===== src/rtl/ss_cmd_rx.sv =====
// Serial command receiver: synchronises a three-wire link, decodes 8-bit frames and
// turns each one into a jump pulse or a burst of advance pulses for the step counter.
module ss_cmd_rx #(
  parameter int TIMEOUT_W   = 16,
  parameter int SYNC_STAGES = 2
) (
  input  logic       clk,
  input  logic       rst_n,
  input  logic       scs_n,
  input  logic       sclk,
  input  logic       sdat,
  output logic       adv,
  output logic       jmp,
  output logic [5:0] tgt,
  output logic       busy,
  output logic       err
);

  typedef enum logic [1:0] {RX_IDLE, RX_SHIFT, RX_DRAIN} rx_state_t;
  typedef enum logic [1:0] {EX_IDLE, EX_ADV, EX_JMP} ex_state_t;

  logic [SYNC_STAGES-1:0] scs_q, sclk_q, sdat_q, vld_q;
  logic                   sclk_prev;
  logic                   scs_s, sclk_s, sdat_s, sync_ok, sclk_rise;

  rx_state_t              rx_state, rx_next;
  logic [6:0]             shreg, sh_next;
  logic [2:0]             bitcnt, bit_next;
  logic [TIMEOUT_W-1:0]   tocnt, to_next;
  logic                   armed, armed_next;
  logic                   cmd_done, rx_err;
  logic [7:0]             cmd;

  ex_state_t              ex_state, ex_next;
  logic [6:0]             burst, burst_next;
  logic                   adv_next, jmp_next, busy_next, err_next;
  logic [5:0]             tgt_next;

  // vld_q marks when the synchronised scs_n reflects a real pin sample rather than its reset value
  always_ff @(posedge clk or negedge rst_n) begin
    if (!rst_n) begin
      scs_q     <= '1;
      sclk_q    <= '0;
      sdat_q    <= '0;
      vld_q     <= '0;
      sclk_prev <= 1'b0;
    end else begin
      scs_q     <= {scs_q[SYNC_STAGES-2:0], scs_n};
      sclk_q    <= {sclk_q[SYNC_STAGES-2:0], sclk};
      sdat_q    <= {sdat_q[SYNC_STAGES-2:0], sdat};
      vld_q     <= {vld_q[SYNC_STAGES-2:0], 1'b1};
      sclk_prev <= sclk_s;
    end
  end

  assign scs_s     = scs_q[SYNC_STAGES-1];
  assign sclk_s    = sclk_q[SYNC_STAGES-1];
  assign sdat_s    = sdat_q[SYNC_STAGES-1];
  assign sync_ok   = vld_q[SYNC_STAGES-1];
  assign sclk_rise = sclk_s & ~sclk_prev;
  assign cmd       = {shreg, sdat_s};

  always_ff @(posedge clk or negedge rst_n) begin
    if (!rst_n) begin
      rx_state <= RX_IDLE;
      shreg    <= '0;
      bitcnt   <= '0;
      tocnt    <= '0;
      armed    <= 1'b0;
    end else begin
      rx_state <= rx_next;
      shreg    <= sh_next;
      bitcnt   <= bit_next;
      tocnt    <= to_next;
      armed    <= armed_next;
    end
  end

  // A frame may only start after scs_n has genuinely been seen high, so a frame already
  // in flight when reset releases is never decoded.
  always_comb begin
    rx_next    = rx_state;
    sh_next    = shreg;
    bit_next   = bitcnt;
    to_next    = tocnt;
    armed_next = armed;
    cmd_done   = 1'b0;
    rx_err     = 1'b0;
    if (scs_s && sync_ok) armed_next = 1'b1;
    case (rx_state)
      RX_IDLE: begin
        bit_next = '0;
        to_next  = '0;
        if (armed && !scs_s) begin
          rx_next    = RX_SHIFT;
          armed_next = 1'b0;
        end
      end
      RX_SHIFT: begin
        if (scs_s) begin
          rx_next = RX_IDLE;
          rx_err  = 1'b1;
        end else if (sclk_rise) begin
          sh_next  = {shreg[5:0], sdat_s};
          bit_next = bitcnt + 3'd1;
          to_next  = '0;
          if (bitcnt == 3'd7) begin
            cmd_done = 1'b1;
            rx_next  = RX_DRAIN;
          end
        end else if (&tocnt) begin
          rx_err  = 1'b1;
          rx_next = RX_DRAIN;
        end else begin
          to_next = tocnt + 1'b1;
        end
      end
      RX_DRAIN: begin
        if (scs_s) rx_next = RX_IDLE;
      end
      default: rx_next = RX_IDLE;
    endcase
  end

  always_ff @(posedge clk or negedge rst_n) begin
    if (!rst_n) begin
      ex_state <= EX_IDLE;
      burst    <= '0;
      adv      <= 1'b0;
      jmp      <= 1'b0;
      tgt      <= '0;
      busy     <= 1'b0;
      err      <= 1'b0;
    end else begin
      ex_state <= ex_next;
      burst    <= burst_next;
      adv      <= adv_next;
      jmp      <= jmp_next;
      tgt      <= tgt_next;
      busy     <= busy_next;
      err      <= err_next;
    end
  end

  // Commands arriving while a burst or jump is in progress are dropped and flagged
  always_comb begin
    ex_next    = ex_state;
    burst_next = burst;
    adv_next   = 1'b0;
    jmp_next   = 1'b0;
    tgt_next   = tgt;
    err_next   = rx_err;
    case (ex_state)
      EX_IDLE: begin
        if (cmd_done) begin
          case (cmd[7:6])
            2'b01: begin
              burst_next = {1'b0, cmd[5:0]} + 7'd1;
              adv_next   = 1'b1;
              ex_next    = EX_ADV;
            end
            2'b10: begin
              tgt_next = cmd[5:0];
              jmp_next = 1'b1;
              ex_next  = EX_JMP;
            end
            2'b11:   err_next = 1'b1;
            default: ;
          endcase
        end
      end
      EX_ADV: begin
        if (cmd_done) err_next = 1'b1;
        if (burst == 7'd1) begin
          ex_next = EX_IDLE;
        end else begin
          burst_next = burst - 7'd1;
          adv_next   = 1'b1;
        end
      end
      EX_JMP: begin
        if (cmd_done) err_next = 1'b1;
        ex_next = EX_IDLE;
      end
      default: ex_next = EX_IDLE;
    endcase
    busy_next = adv_next | jmp_next;
  end

endmodule


===== config.mk =====
export PLATFORM = sky130hd
export DESIGN_NAME = ss_cmd_rx
export DESIGN_NICKNAME = d
export VERILOG_FILES = /design/src/rtl/ss_cmd_rx.sv
export SDC_FILE = /design/constraint.sdc
export NUM_CORES = 1
export LEC_CHECK = 0
export BUFFER_PORTS_ARGS = -buffer_cell sky130_fd_sc_hd__clkbuf_2
export CORE_ASPECT_RATIO = 0.5
export CORE_MARGIN = 1.5
export CORE_UTILIZATION = 50
export CTS_CLUSTER_DIAMETER = 50
export DETAILED_ROUTE_END_ITERATION = 7
export PLACE_DENSITY = 0.72
export SETUP_SLACK_MARGIN = 0.4
export SYNTH_ARGS = -nofsm -noshare
export SYNTH_HDL_FRONTEND = slang
export SYNTH_SLANG_ARGS = --single-unit

===== constraint.sdc =====
create_clock -name clk -period 2.15 [get_ports clk]
set_clock_uncertainty 0.1 [all_clocks]
set_input_delay 0.5375 -clock clk [delete_from_list [all_inputs] [get_ports clk]]
set_output_delay 0.5375 -clock clk [all_outputs]
set_load 0.01 [all_outputs]

==> impl_metrics.json <==
{
  "status": "finished, final reports clean",
  "hold_slack_ps": 96.1,
  "worst_path_most_repeated_cell": "or3_4",
  "synth.area.top_cells": "dfrtp_1 48%, nand2_1 5.2%, ha_1 3.9%",
  "crit_fanout": 4,
  "cts_tree": "yes",
  "layout_commonest_cell": "dfrtp_1",
  "drt_iter0_markers": 281,
  "synth_seq_area_share_pct": 49.8,
  "clkPwrFrac_pct": 40.0,
  "io_buffers": 14,
  "grt_pass1_wl_mm": 12.5,
  "cp.arrival_ps": 2180,
  "viasPerCell": 6.56,
  "yosysUniqueCellTypes": 58,
  "hold_path_class": "input pin to async pin",
  "drt_pass1_iterations": 4,
  "htreeDepth": 3,
  "fin_area_sq_um": 4160,
  "worstSetupEndpointType": "flop",
  "synth_area_sq_um": 2870,
  "die_y_um": 56.6,
  "final-max-slew-violation-count": 0,
  "utilization_pct": 75.5,
  "layout.cells.most_common_list": "51 x dfrtp_1, 37 x nand2_1, 37 x buf_4",
  "timing.setup.tns_ps": 0,
  "rsz0062_at_grt": "yes",
  "syn_to_final_growth_pct": 45.1,
  "leakagePower_nw": 1.89,
  "fill_cells": 299,
  "grtUsageMet1_pct": 33.2,
  "clk_latency_ps": 330,
  "num_vias": 2819,
  "fin_crit_sh_pct": 96.3,
  "cp.required_ps": 2260,
  "grt_pass1_vias": 2507,
  "clock_sinks": 57,
  "ant_nets": 0,
  "nets": 366,
  "cap_violations": 0,
  "drive_above_1_share_pct": 42.9,
  "avgRoutedWirePerCell_um": 22.2,
  "ff_latch_area_sq_um": 1430,
  "use_met2_pct": 45.4,
  "critPathSlowestCell": "dfrtp_1",
  "grtUsageTotal_pct": 27.0,
  "clkTransAtPathRegs_ps": 50,
  "p_sw_share_pct": 31.2,
  "period_minus_slack_ps": 2070,
  "ir_worst_vdd_v": 0.000680,
  "place.gp.congestion": 0.892,
  "yosys.area.top_type": "dfrtp_1",
  "criticalPathCategory": "flop to flop",
  "diodes": 0,
  "fp.dieArea_sq_um": 6230,
  "dpl.hpwl_mm": 4.22,
  "power.switching_mw": 1.29,
  "p_int_mw": 2.84,
  "cts_hold_buf": 0,
  "ys_warn_count": 0,
  "setup_viol": 0,
  "drt-total-wl_mm": 9.55,
  "pwr-share-seq_pct": 32.3,
  "antenna_found_initial": 0,
  "cp-start-kind": "flop",
  "cts-root-buf": "clkbuf_16",
  "netlist.area_leader.share_pct": 48.0,
  "slowest_delay_ps": 420,
  "fp.coreArea_sq_um": 5520,
  "crit_buf_inv": 0,
  "grt-ovfl-total": 0,
  "synth_edf_count": 0,
  "power_frac_comb_pct": 27.7,
  "cpLargestDelayFamily": "simple AND/OR/NAND/NOR gates",
  "max_freq_ghz": 0.483,
  "syn_inst": 285,
  "top_usage_layer": "met2",
  "ys.flop_type": "dfrtp_1",
  "die_w_um": 110,
  "postPlaceCellArea_sq_um": 3160,
  "async_flop_share_pct": 100,
  "grt_max_degree": 58,
  "power.density_nw_per_um2": 991,
  "grt_util_met3_pct": 7.55,
  "cts_inserted_buffers": 9,
  "multi_input_area_sq_um": 1740,
  "num_io_pins": 15,
  "syn_nets": 299,
  "crit_chain": "ha_4, nand3_4, or3_4, or3_4, and2_4, o31a_1",
  "rows": 19,
  "initial_core_util_pct": 52.0,
  "syn_avg_cell_area_sq_um": 10.1,
  "synth-seq-cells": 57,
  "hold_viol_final": 0,
  "clockBufferDepth": 2,
  "route.detailed.drc": 0
}
## synthesized netlist by cell type (2+ instances only)
library cell / count
a21o_1: 2
a21oi_1: 15
a22o_1: 3
a22oi_1: 2
a31o_2: 3
a31oi_1: 3
and3_1: 4
buf_2: 2
buf_6: 2
clkbuf_1: 6
dfrtp_1: 55
dfstp_2: 2
ha_1: 9
inv_1: 9
mux2_2: 6
nand2_1: 40
nand2b_1: 3
nand3_1: 13
nand4_1: 3
nor2_1: 21
nor2b_1: 2
nor3_1: 5
nor4_1: 4
o21ai_0: 17
o22ai_1: 2
o31ai_1: 3
o32ai_1: 3
or3_1: 3
or3_4: 2
or4_1: 2
or4_2: 2
xnor2_1: 9
xor2_1: 3
## flip-flops by register name, indices dropped and copies added, names as in the netlist
name / cells
shreg: 7
vld_q: 2
burst: 7
sclk_prev: 1
err: 1
adv: 1
jmp: 1
tgt: 6
sclk_q: 2
sdat_q: 2
busy: 1
ex_state: 2
tocnt: 16
armed: 1
rx_state: 2
bitcnt: 3
scs_q: 2
## power by group through the flow
stage	Combinational [mW]	Sequential, mW	Clock [mW]
2_1_floorplan	0.478	1.26	0
3_3_place_gp	0.625	1.32	0
6_report	1.14	1.33	1.65
4_1_cts	0.748	1.31	1.65
5_1_grt	1.19	1.34	1.71
3_5_place_dp	0.641	1.32	0
## timing repair
item                       in CTS  in global routing
setup endpoints to repair      33                 40
gates cloned                    1                  2
pin swaps                      18                 25
setup buffers                  15                 17
gates resized for setup        29                 67
## per-layer routing
layer,part of all wire [%],vias up
li1,-,1165
met1,39,1378
met2,47,214
met3,8.5,62
met4,5.4,0
met5,0,-
## worst paths after layout
check	start	to	slack, ps	depth (start not counted)
min in group clk	scs_n	scs_q[0]$_DFF_PN1_	200	1
max in group asynchronous	rst_n	scs_q[1]$_DFF_PN1_	1540	2
hold reg to reg	vld_q[0]$_DFF_PN0_	vld_q[1]$_DFF_PN0_	250	0
setup reg to reg	tocnt[1]$_DFFE_PN0P_	rx_state[0]$_DFFE_PN0P_	80	6
hold / removal	rst_n	tocnt[5]$_DFFE_PN0P_	100	2
setup / recovery	tocnt[1]$_DFFE_PN0P_	rx_state[0]$_DFFE_PN0P_	80	6
## layout make-up
type | instances | area share (%)
multi-input combinational | 210 | 41.9
clock inverter | 6 | 2.53
sequential | 57 | 34.5
timing repair buffer | 65 | 12.4
tap | 73 | 2.19
clock buffer | 10 | 5.74
inverter | 9 | 0.812
## through the flow
stage	worst slack [ps]	power [mW]	cells
6_report	79.0	4.13	430
5_1_grt	48.8	4.24	430
4_1_cts	131	3.71	411
3_5_place_dp	17.0	1.96	379
3_3_place_gp	83.9	1.94	379
2_1_floorplan	145	1.73	285
## cells by family (layout without fill, tap and decap cells)
group           after synthesis  count (layout)  share of synthesized area (%)
xor+xnor                     12              12                           3.67
other cells                   1               1                          0.131
buf+inv                      19              90                           3.10
flops                        57              57                           49.8
mux                           7               7                           2.70
compound gates               63              64                           14.5
simple gates                117             117                           22.2
fa+ha+maj                     9               9                           3.93
(Power assumes the default switching activity.)
